==> src/rtl/multisim_push_arbiter.sv <==
// -----------------------------------------------------------------------------
// multisim_push_arbiter
//
// Round-robin arbiter that shares one multisim push client among NUM_REQ
// local requesters. One requester holds the grant at a time, for at most
// MAX_BURST consecutive beats, and its beats are forwarded through a
// single-entry output register that drives the push client.
//
// Optional feature (compile-time macro): MULTISIM_PUSH_ARB_TAG_EN
//   defined   : out_data = {granted index, payload}, OUT_WIDTH = DATA_WIDTH+IDX_W
//   undefined : out_data = payload,                  OUT_WIDTH = DATA_WIDTH
//
// Ports
//   clk        in   clock, all logic on the rising edge
//   rst        in   synchronous active-high reset
//   in_vld     in   [NUM_REQ]            per-requester valid
//   in_rdy     out  [NUM_REQ]            per-requester ready
//   in_data    in   [NUM_REQ*DATA_WIDTH] requester i at [i*DATA_WIDTH +: DATA_WIDTH]
//   out_vld    out  to push client data_vld
//   out_rdy    in   from push client data_rdy
//   out_data   out  [OUT_WIDTH] to push client data
//   grant_vld  out  FSM state: 1 = GRANT, 0 = IDLE
//   grant_idx  out  [IDX_W] index of the granted requester
//
// Handshake: a beat moves across an interface on a rising edge where both
// vld and rdy are high. A source keeps vld and data stable until that edge;
// rdy may depend combinationally on the sink's state, vld never on rdy.
// -----------------------------------------------------------------------------
module multisim_push_arbiter #(
  parameter int NUM_REQ    = 4,
  parameter int DATA_WIDTH = 64,
  parameter int MAX_BURST  = 8,
  localparam int IDX_W     = (NUM_REQ > 1) ? $clog2(NUM_REQ) : 1,
`ifdef MULTISIM_PUSH_ARB_TAG_EN
  localparam int OUT_WIDTH = DATA_WIDTH + IDX_W
`else
  localparam int OUT_WIDTH = DATA_WIDTH
`endif
) (
  input  logic                          clk,
  input  logic                          rst,
  input  logic [NUM_REQ-1:0]            in_vld,
  output logic [NUM_REQ-1:0]            in_rdy,
  input  logic [NUM_REQ*DATA_WIDTH-1:0] in_data,
  output logic                          out_vld,
  input  logic                          out_rdy,
  output logic [OUT_WIDTH-1:0]          out_data,
  output logic                          grant_vld,
  output logic [IDX_W-1:0]              grant_idx
);

  typedef enum logic {
    IDLE  = 1'b0,
    GRANT = 1'b1
  } state_t;

  localparam logic [8:0] MAX_BURST_9 = 9'(MAX_BURST);

  state_t                 state;
  logic [IDX_W-1:0]       gidx_q;
  logic [IDX_W-1:0]       last_idx_q;
  logic [7:0]             burst_cnt_q;
  logic                   out_vld_q;
  logic [OUT_WIDTH-1:0]   out_data_q;

  logic                   grant_on;
  logic                   out_free;
  logic [NUM_REQ-1:0]     grant_oh;
  logic [DATA_WIDTH-1:0]  cur_data;
  logic [OUT_WIDTH-1:0]   out_word;
  logic                   cur_vld;
  logic                   xfer;
  logic                   burst_last;
  logic                   exhausted;
  logic                   release_g;
  logic [IDX_W-1:0]       scan_base;
  logic [NUM_REQ-1:0]     scan_mask;
  logic                   pick_found;
  logic [IDX_W-1:0]       pick_idx;

  assign grant_on = (state == GRANT);
  // The output register can take a new beat when empty or draining this cycle.
  assign out_free = !out_vld_q || out_rdy;

  // One-hot of the granted index and its payload, built with constant selects.
  always_comb begin
    grant_oh = '0;
    cur_data = '0;
    for (int i = 0; i < NUM_REQ; i++) begin
      if (gidx_q == IDX_W'(i)) begin
        grant_oh[i] = 1'b1;
        cur_data    = in_data[i*DATA_WIDTH +: DATA_WIDTH];
      end
    end
  end

`ifdef MULTISIM_PUSH_ARB_TAG_EN
  assign out_word = {gidx_q, cur_data};
`else
  assign out_word = cur_data;
`endif

  assign cur_vld    = |(in_vld & grant_oh);
  assign xfer       = grant_on && cur_vld && out_free;
  assign burst_last = (({1'b0, burst_cnt_q} + 9'd1) == MAX_BURST_9);
  assign exhausted  = xfer && burst_last;
  assign release_g  = grant_on && (!cur_vld || exhausted);

  assign in_rdy = (grant_on && out_free) ? grant_oh : '0;

  // Scan origin is the previous owner: last_idx when idle, the current grant
  // when re-arbitrating on release (which becomes last_idx on the same edge).
  // An exhausted requester steps aside so others get a turn; with a single
  // requester there is nobody to yield to, so it is re-granted without a gap.
  assign scan_base = grant_on ? gidx_q : last_idx_q;
  assign scan_mask = in_vld & ~((exhausted && (NUM_REQ > 1)) ? grant_oh : '0);

  // Walk from farthest to nearest so the last hit is the first set bit after
  // scan_base with wrap-around.
  always_comb begin
    pick_found = 1'b0;
    pick_idx   = '0;
    for (int k = NUM_REQ; k >= 1; k--) begin
      logic [IDX_W-1:0] cand;
      cand = IDX_W'((int'(scan_base) + k) % NUM_REQ);
      if (scan_mask[cand]) begin
        pick_found = 1'b1;
        pick_idx   = cand;
      end
    end
  end

  always_ff @(posedge clk) begin
    if (rst) begin
      state       <= IDLE;
      gidx_q      <= '0;
      last_idx_q  <= IDX_W'(NUM_REQ - 1);
      burst_cnt_q <= '0;
      out_vld_q   <= 1'b0;
      out_data_q  <= '0;
    end else begin
      // Output register: fill wins over drain; held while out_rdy is low.
      if (xfer) begin
        out_vld_q  <= 1'b1;
        out_data_q <= out_word;
      end else if (out_rdy) begin
        out_vld_q  <= 1'b0;
      end

      case (state)
        IDLE: begin
          if (pick_found) begin
            state  <= GRANT;
            gidx_q <= pick_idx;
          end
        end
        GRANT: begin
          if (release_g) begin
            last_idx_q  <= gidx_q;
            burst_cnt_q <= '0;
            if (pick_found) begin
              gidx_q <= pick_idx;
            end else begin
              state  <= IDLE;
            end
          end else if (xfer) begin
            burst_cnt_q <= burst_cnt_q + 8'd1;
          end
        end
        default: state <= IDLE;
      endcase
    end
  end

  assign out_vld   = out_vld_q;
  assign out_data  = out_data_q;
  assign grant_vld = grant_on;
  assign grant_idx = gidx_q;

endmodule

==> config.mk <==
export PLATFORM = sky130hd
export DESIGN_NAME = multisim_push_arbiter
export DESIGN_NICKNAME = d
export VERILOG_FILES = /design/src/rtl/multisim_push_arbiter.sv
export SDC_FILE = /design/constraint.sdc
export NUM_CORES = 1
export LEC_CHECK = 0
export ABC_AREA = 1
export CAP_MARGIN = 20
export CELL_PAD_IN_SITES_DETAIL_PLACEMENT = 1
export CELL_PAD_IN_SITES_GLOBAL_PLACEMENT = 1
export CORE_ASPECT_RATIO = 0.6
export CORE_MARGIN = 1.5
export CORE_UTILIZATION = 20
export DETAILED_ROUTE_END_ITERATION = 7
export PLACE_DENSITY_LB_ADDON = 0.1
export SLEW_MARGIN = 20
export SYNTH_ARGS = -nofsm -noshare
export SYNTH_HDL_FRONTEND = slang
export SYNTH_SLANG_ARGS = --single-unit
==> constraint.sdc <==
create_clock -name clk -period 1.9 [get_ports clk]
set_input_delay 0.57 -clock clk [delete_from_list [all_inputs] [get_ports clk]]
set_output_delay 0.57 -clock clk [all_outputs]
set_load 0.02 [all_outputs]
[Word-level counts from Yosys, hierarchy flattened]
Cells that the tools add are included.
Storage, ports and cells
  flip-flop bits (word level): 78
  input port bits: 263
  output and inout port bits: 72
  word-level logic and storage cells: 77
Operators by class
  add/sub/neg operators: 6
  order comparisons: 4
  equality and inequality tests: 5
  multiplexer cells: 37
  bitwise logic cells: 4
  reductions and logical operators: 15
Operator list (count)
  2-to-1 mux 64 bit: 4
  2-to-1 mux 1 bit: 16
  2-to-1 mux 8 bit: 2
  2-to-1 mux 2 bit: 7
  < comparator 2 x 3 -> 1 bit, second input constant: 4
  adder 8 x 1 -> 9 bit, second input constant: 1
  equality test 9 x 4 -> 1 bit, second input constant: 1
  adder 8 x 1 -> 8 bit, second input constant: 1
  AND 4 bit: 2
  binary-select mux 1 bit (select 2 bit): 4
  2-to-1 mux 4 bit: 2
  logical AND 1 bit: 5
  adder 2 x 1 -> 2 bit, second input constant: 2
  adder 2 bit, second input constant: 2
  equality test 2 bit, second input constant: 2
  NOT 4 bit: 1
  case mux 2 bit (2 select lines): 1
  AND reduction 2 bit: 2
  nonzero test 2 bit: 2
  OR reduction 4 bit: 1
  equality test 2 x 1 -> 1 bit, second input constant: 1
  zero test 1 bit: 2
  zero test 2 bit: 1
  logical OR 1 bit: 2
  3 further kinds: 3

[Depth between registers and ports, before layout]
  depth in word-level cells: 19
  mapped depth: 19
  gate-level depth less buffers: 19

[Worst setup path after synthesis]
No wires, ideal clock.
  path kind: input to output
  start: input out_rdy
  end: output in_rdy[0]
  arrival: 1538 ps
  required time: 1330 ps
  path slack: -208 ps
  stages: 5
  buffers on the path: 1
  path through: inv_1 > a21oi_2 > inv_1 > clkbuf_1 > nor3_1
On the way
  cells in the longest elaborated chain, start to end: 3
RTL lines
  from (decl): RTL line 46  | input logic out_rdy,
  logical OR 1 bit: RTL line 83  | assign out_free = !out_vld_q || out_rdy;
  logical AND 1 bit: RTL line 109  | assign in_rdy = (grant_on && out_free) ? grant_oh : '0;
  2-to-1 mux 4 bit: RTL line 109
  to (decl): RTL line 43  | output logic [NUM_REQ-1:0] in_rdy,
No other way between the ends.

[Worst setup path after layout]
  start: register burst_cnt_q[1]
  end: register gidx_q[1], in the netlist grant_idx[1]
On the way
  cells in the longest elaborated chain, start to end: 15
  elaborated cells between the ends (all ways): 28
  those cells by class: add/sub: 1; eq/ne: 2; mux: 20; bitwise: 2; reduce/logical: 3
RTL lines
  from (decl): RTL line 62  | logic [7:0] burst_cnt_q;
  from (signal assigned): RTL line 167  | burst_cnt_q <= burst_cnt_q + 8'd1;
  adder 8 x 1 -> 9 bit *: RTL line 105  | assign burst_last = (({1'b0, burst_cnt_q} + 9'd1) == MAX_BURST_9);
  equality test 9 x 4 -> 1 bit *: RTL line 105
  logical AND 1 bit *: RTL line 106  | assign exhausted = xfer && burst_last;
  2-to-1 mux 4 bit: RTL line 116  | assign scan_mask = in_vld & ~((exhausted && (NUM_REQ > 1)) ? grant_oh : '0);
  NOT 4 bit: RTL line 116
  AND 4 bit: RTL line 116
  binary-select mux 1 bit (select 2 bit): RTL line 126  | if (scan_mask[cand]) begin
  2-to-1 mux 1 bit (implied by the code): RTL line 126
  2-to-1 mux 2 bit / 2-to-1 mux 1 bit (equally long branches) (4 in series): RTL line 126
  2-to-1 mux 2 bit: RTL line 152, 161
  2-to-1 mux 2 bit: RTL line 158  | if (release_g) begin
  case mux 2 bit (2 select lines): RTL line 150  | case (state)
  to (signal assigned): RTL line 154  | gidx_q <= pick_idx;
  to (signal assigned): RTL line 162  | gidx_q <= pick_idx;
  to (decl): RTL line 60  | logic [IDX_W-1:0] gidx_q;
Every way passes the cells marked *; elsewhere a longest branch is shown, timed or not. The select of a mux whose other input is x is not followed.
A chain may end at the register's enable or synchronous reset.

==> impl_results.md <==
* Worst skew pair latency at 0.35 ns
* Clk root buf: clkbuf_16
* RSZ-0062 raised after global routing: true
* Num ports at 335
* Worst path arrival time at 2.28 ns
* Crit-path max FO at 5
* Origin of the worst min-delay path: last_idx_q[1]
* Crit Path Class: flop to flop
* Post-Route Utilization at 42.4%
* Max Cap Viol at 0
* CP startpoint: burst_cnt_q[1]
* #FFs+latches synth at 78
* Gpl congestion at 0.786
* Vias per cell at 4.69
* CP Cell Sequence: ha_4, nand2_4, clkinv_2, nand3b_1, nand3_2, nor2_4, nand4_1, nand3_1, nand2_2, nor2_2, nand2_1, o21ai_2, nor2_1, nand2_1, a21oi_2
* Worst path bufs/invs at 1
* Hold crit path type: flop to flop
* Reg2reg start: burst_cnt_q[1]
* Die width at 196 um
* Least-Margin Pin Slew at 0.431 ns
* Drt pass-1 iters at 4
* Mapped Cells at 650
* Yosys cell types at 31
* Worst path required time at 2.13 ns
* PnR Total Power at 0.0104 W
* Leading area contributor after synthesis: dfxtp_1
* Combinational power share at 57.5%
* Max clock buf depth at 2
* PwrDens at 1120 nW/um2
* First-pass GRT wire length at 37.8 mm
* Final net count at 1293
* Worst-path clk slew at 0.06 ns
* Fillcell total at 2676
* Tmin final at 2.05 ns
* Largest delay share family, worst path: simple AND/OR/NAND/NOR gates
* Share of post-route cells with drive strength above 1 at 17.8%
* Final setup viols at 6
* Most used cell, CP: nand2_1
* Outcome: finished, violations left
* Clock sink count at 78
* Cts bufs inserted at 9
* Area contributors post-synth: dfxtp_1, nand2_1, a21oi_1, a41oi_1, o21ai_0
* Setup TNS at -0.504 ns
* Placeable Area at 22000 um2
* P_int at 0.00602 W
* Vias at 6190
* Final worst slack at -0.148 ns
* Initial core utilization at 20.4%
* Slew Viols, Final at 0
* Average wire per standard cell at 18.7 um
* Worst setup EP type: flop
* Seq pwr share at 23.2%
* Synthesized area at 4480 um2
* Max incr delay on CP at 0.36 ns
* Remaining antenna violation count after routing at 0
* Leakage at 4.19 nW
* Gr usage total at 21.2%
* Slew margin rel. at 71.3%
* Maximum vdd drop at 0.406 mV
* Area growth, synth to finish at 108%
* Final Cycle Share at 108%
* YS warnings at 0
* Drt drc at 0
* Slowest cell on crit path: dfxtp_4
* Initial antenna violation count at 2
* Startpoint types: flop
* Clk pwr share at 19.3%
* Buffers on Ports at 334
* HPWL Detailed at 18.7 mm
* Initial DRC Count at 187
* Syn Nets at 915
* Net Sw Frac at 42.2%
* Number of global-route vias before repair at 6497
* Failing checks: setup timing
* Synth top area share at 34.8%
* Syn_area_per_cell at 6.90 um2
* Total wire length at 24.7 mm
* Endpoints failing hold at 0
* Aggregate global routing overflow at 0
* Seq/Total Area, Yosys at 34.8%
* Max H-tree Level at 3
* Min Hold Slack at 0.490 ns
* Die Area at 23400 um2
* FMAX at 0.488 GHz
* Die height at 119 um
* Net Sw Power at 0.00441 W
* DP Worst Slack at -0.920 ns
* TritonCTS clock tree: built
* Pin count of the biggest net entering global routing at 45
* Clock Skews at 0.00989 ns
* Rows at 42
cells in the mapped netlist:
cell type / number
o21ai_1: 2
inv_1: 21
nand4_1: 4
nand3b_1: 1
a221oi_1: 10
clkinv_1: 1
a41oi_1: 39
buf_2: 5
clkbuf_1: 39
buf_4: 2
inv_2: 10
nand2_2: 6
a211oi_1: 14
dfxtp_1: 78
nor2_4: 4
o21ai_2: 2
nand3_1: 19
nor3_1: 3
a22o_1: 25
and3_1: 1
o211ai_1: 2
ha_1: 2
nor2_2: 4
a21oi_2: 2
buf_1: 7
nor2_1: 24
a21oi_1: 91
xnor2_1: 1
nand2_1: 175
o21ai_0: 55
a311oi_1: 1
layout by cell type, fill, tap and decap left out, drive strengths merged:
master and instances:
a211oi 14, a21oi 93, a221oi 10, a22o 25, a311oi 1, a41oi 39
and3 1, buf 90, bufinv 2, clkbuf 12, clkdlybuf4s15 2, clkdlybuf4s50 260
clkinv 3, clkinvlp 1, dfxtp 78, diode 1, dlygate4sd2 43, dlymetal6s2s 24
ha 2, inv 31, nand2 181, nand3 19, nand3b 1, nand4 4
nor2 32, nor3 3, o211ai 2, o21ai 59, xnor2 1
layout make-up:
cell class / instances / area [um2] / area share, %
repair buffers: 420 / 4160 / 44.5
multi-input cells: 487 / 2780 / 29.8
flip-flops and latches: 78 / 1580 / 16.9
well taps: 286 / 358 / 3.83
clock buffers: 11 / 253 / 2.70
inverters: 32 / 126 / 1.35
clock inverters: 5 / 81.3 / 0.870
diodes: 1 / 2.50 / 0.0268
timing repair:
action | 4_1_cts | 5_1_grt
hold buffers | 0 | 0
buffers inserted | 14 | 4
setup endpoints to repair | 122 | 100
pin swaps | 21 | 16
gates resized for setup | 114 | 58
endpoints found under the hold margin | 0 | 0
worst reg2reg max path, stage by stage, from the launching register on:
cell and delay, ns:
dfxtp_4 0.36, ha_4 0.18, nand2_4 0.09, clkinv_2 0.07, nand3b_1 0.12, nand3_2 0.09
nor2_4 0.15, nand4_1 0.15, nand3_1 0.14, nand2_2 0.09, nor2_2 0.12, nand2_1 0.07
o21ai_2 0.09, nor2_1 0.07, nand2_1 0.08, a21oi_2 0.05
metrics by stage:
step	instance area (um2)	cells
after global routing	9340	1320
after global placement	8700	1288
after floorplan	4530	650
final	9340	1320
after CTS	9190	1316
after detailed placement	8700	1288
metal layers:
layer | GRT usage (%) | vias to the layer above | routed length, um
met4 | 5.19 | 0 | 408
met3 | 6.51 | 23 | 1600
met1 | 27.1 | 2904 | 11300
met2 | 34.8 | 198 | 11400
met5 | 0 | - | 0
li1 | - | 3065 | -
power groups by stage:
stage	Sequential, W	Clock [W]	Combinational [W]
after floorplan	0.00296	0	0.00237
after global placement	0.00242	0	0.00600
after detailed placement	0.00243	0	0.00603
after CTS	0.00241	0.00209	0.00599
after global routing	0.00247	0.00214	0.00655
final	0.00242	0.00201	0.00600
cell families after synthesis:
group	after synthesis	synth area share [%]
compound gates	243	34.6
simple gates	241	22.4
buf+inv	85	7.42
flops	78	34.8
fa+ha+maj	2	0.558
xor+xnor	1	0.195
path summary, 6_finish.rpt:
check | endpoint | slack, ns | cells after the start
setup / recovery | grant_idx[1] | -0.15 | 15
setup reg to reg | grant_idx[1] | -0.15 | 15
hold reg to reg | last_idx_q[1] | 0.49 | 2
hold / removal | last_idx_q[1] | 0.49 | 2
registers in the layout (all words and copies together) (netlist names):
name,count
out_data,64
out_vld,1
last_idx_q,2
grant_idx,2
grant_vld,1
burst_cnt_q,8
Power figures use the tool's default switching activity.
==> edit: new RTL, same settings <==
The parameter `DATA_WIDTH` goes from 64 to 72.
--- a/src/rtl/multisim_push_arbiter.sv
+++ b/src/rtl/multisim_push_arbiter.sv
@@ -30,3 +30,3 @@
   parameter int NUM_REQ    = 4,
-  parameter int DATA_WIDTH = 64,
+  parameter int DATA_WIDTH = 72,
   parameter int MAX_BURST  = 8,
Interface: changed (resized in_data and out_data); port bits go from 335 to 375. No check against the original RTL was run, so the function may have changed too.
==> edit against the original RTL <==
- the flow still finishes with violations (negative setup slack)
- die area increased by 8.7%
- worst setup slack lost 0.018 ns
- design area is 9.1% higher
- count of clock-buffer cells in the layout is 1 lower
- sequential cell count grew 8
- routed wire length increased by 15%
- synthesized cell count is 7.5% higher
- clock power down 6%
- clock skew shrank 0.0023 ns
- area after synthesis increased by 8.9%
- total power up 16%
==> edit: results <==
[final_layout]
clockNetworkAreaShare = 0.0295
layout.area.seq_um2 = 1740
largest_register_ffs = 72
inverters_excl_clock = 27
proportion_of_cell_area_occupied_by_multi_input_gates = 0.300
num-fill-cells = 2895
n_clock_buffer = 10
insertedDiodeCount = 1
seq_cells = 86
n_multi_input_combinational_cell = 530
buf_share = 0.450
layoutNonFillerInstCount = 1448
drive_gt1_frac = 0.164
bufs_w_o_clock = 466
syn2layout_area_growth_pct = 109
finalNetCount = 1417

[synthesis]
synth.yosys.seq_area_share = 0.352
synthesis.nets = 996
netlist_instances = 699
synthDistinctLibCells = 32
synth_top_cells_by_count = "177 x nand2_1, 106 x a21oi_1, 86 x dfxtp_1, 60 x o21ai_0, 46 x clkbuf_1"

[power]
power.share.combinational = 0.623
vdd_drop_max_mv = 0.396
clockNetworkPower_w = 0.00189
power.clock.fraction = 0.156
power.leakage_nw = 4.50

[sta]
finalSetupViolCount = 2
hold-worst-slack_ns = 0.490
timing.clock.skew_ns = 0.00755
worst_setup_margin_ns = -0.167
final.setup.tns_ns = -0.328

[status]
failing_checks = "negative setup slack"
run_status = "finished, violations left"

[grt]
groute.usage.overall = 0.221
wire_length_of_the_first_global_routing_pass_mm = 42.0
met1_usage = 0.288
global_route.usage.met3 = 0.0555
vias_in_the_first_global_route = 7049
grt_start_max_net_pins = 39
antenna_found_initial = 1

[floorplanning]
design.die.area_um2 = 25400

[route]
drt_first_iter_violations = 243
ratio_of_routed_vias_to_standard_cells = 4.71
drt_wl_total_mm = 28.3

[place]
cell_area_reported_after_detailed_placement_um2 = 9600
preCtsSetupSlack_ns = -0.816
port_buffers = 374
final_hpwl_dp_mm = 22.0
post-place-cells = 1422
finalWeightedCongestion = 0.797

[clocking]
ctsResizeCount = 108
post_cts_buffers = 7

[worst_setup_path]
crit_path_start = "burst_cnt_q[0]$_SDFFE_PP0P_"
cpMaxStageDelayCell = "dfxtp_2"

[hold_path]
hold_start = "last_idx_q[0]$_SDFFE_PP1P_"
hold_path_end = "last_idx_q[0]$_SDFFE_PP1P_"
==> edit: cell types whose count changed in the layout (fill, tap and decap cells not counted), moves of 6 or more <==
cell and delta:
o21ai_1 -11, a21oi_1 +15, dfxtp_1 +8, a22o_1 +7
nand2_1 +6, o21ai_0 +20, dlygate4sd2_1 +10, nor2_1 +6
clkdlybuf4s50_1 +32
==> edit: cells by family after synthesis <==
| kind of cell | share of synthesized area |
|---|---|
| AOI/OAI and AO/OA | 0.364 |
| adders and majority gates | 0.00512 |
| DFF | 0.352 |
| and+or+nand+nor | 0.210 |
| buffers and inverters | 0.0681 |
==> edit: worst register-to-register path: cells and delay by family, from the launching register on <==
| kind | cells | cell delay (ns) |
|---|---|---|
| compound gates | 2 | 0.23 |
| fa+ha+maj | 1 | 0.19 |
| buf+inv | 1 | 0.13 |
| flops | 1 | 0.36 |
| simple gates | 11 | 1.05 |
==> edit: per-layer routing <==
layer	up-vias	part of all wire
met4	0	0.022
li1	3353	-
met2	205	0.46
met1	3233	0.47
met3	33	0.057
met5	-	0
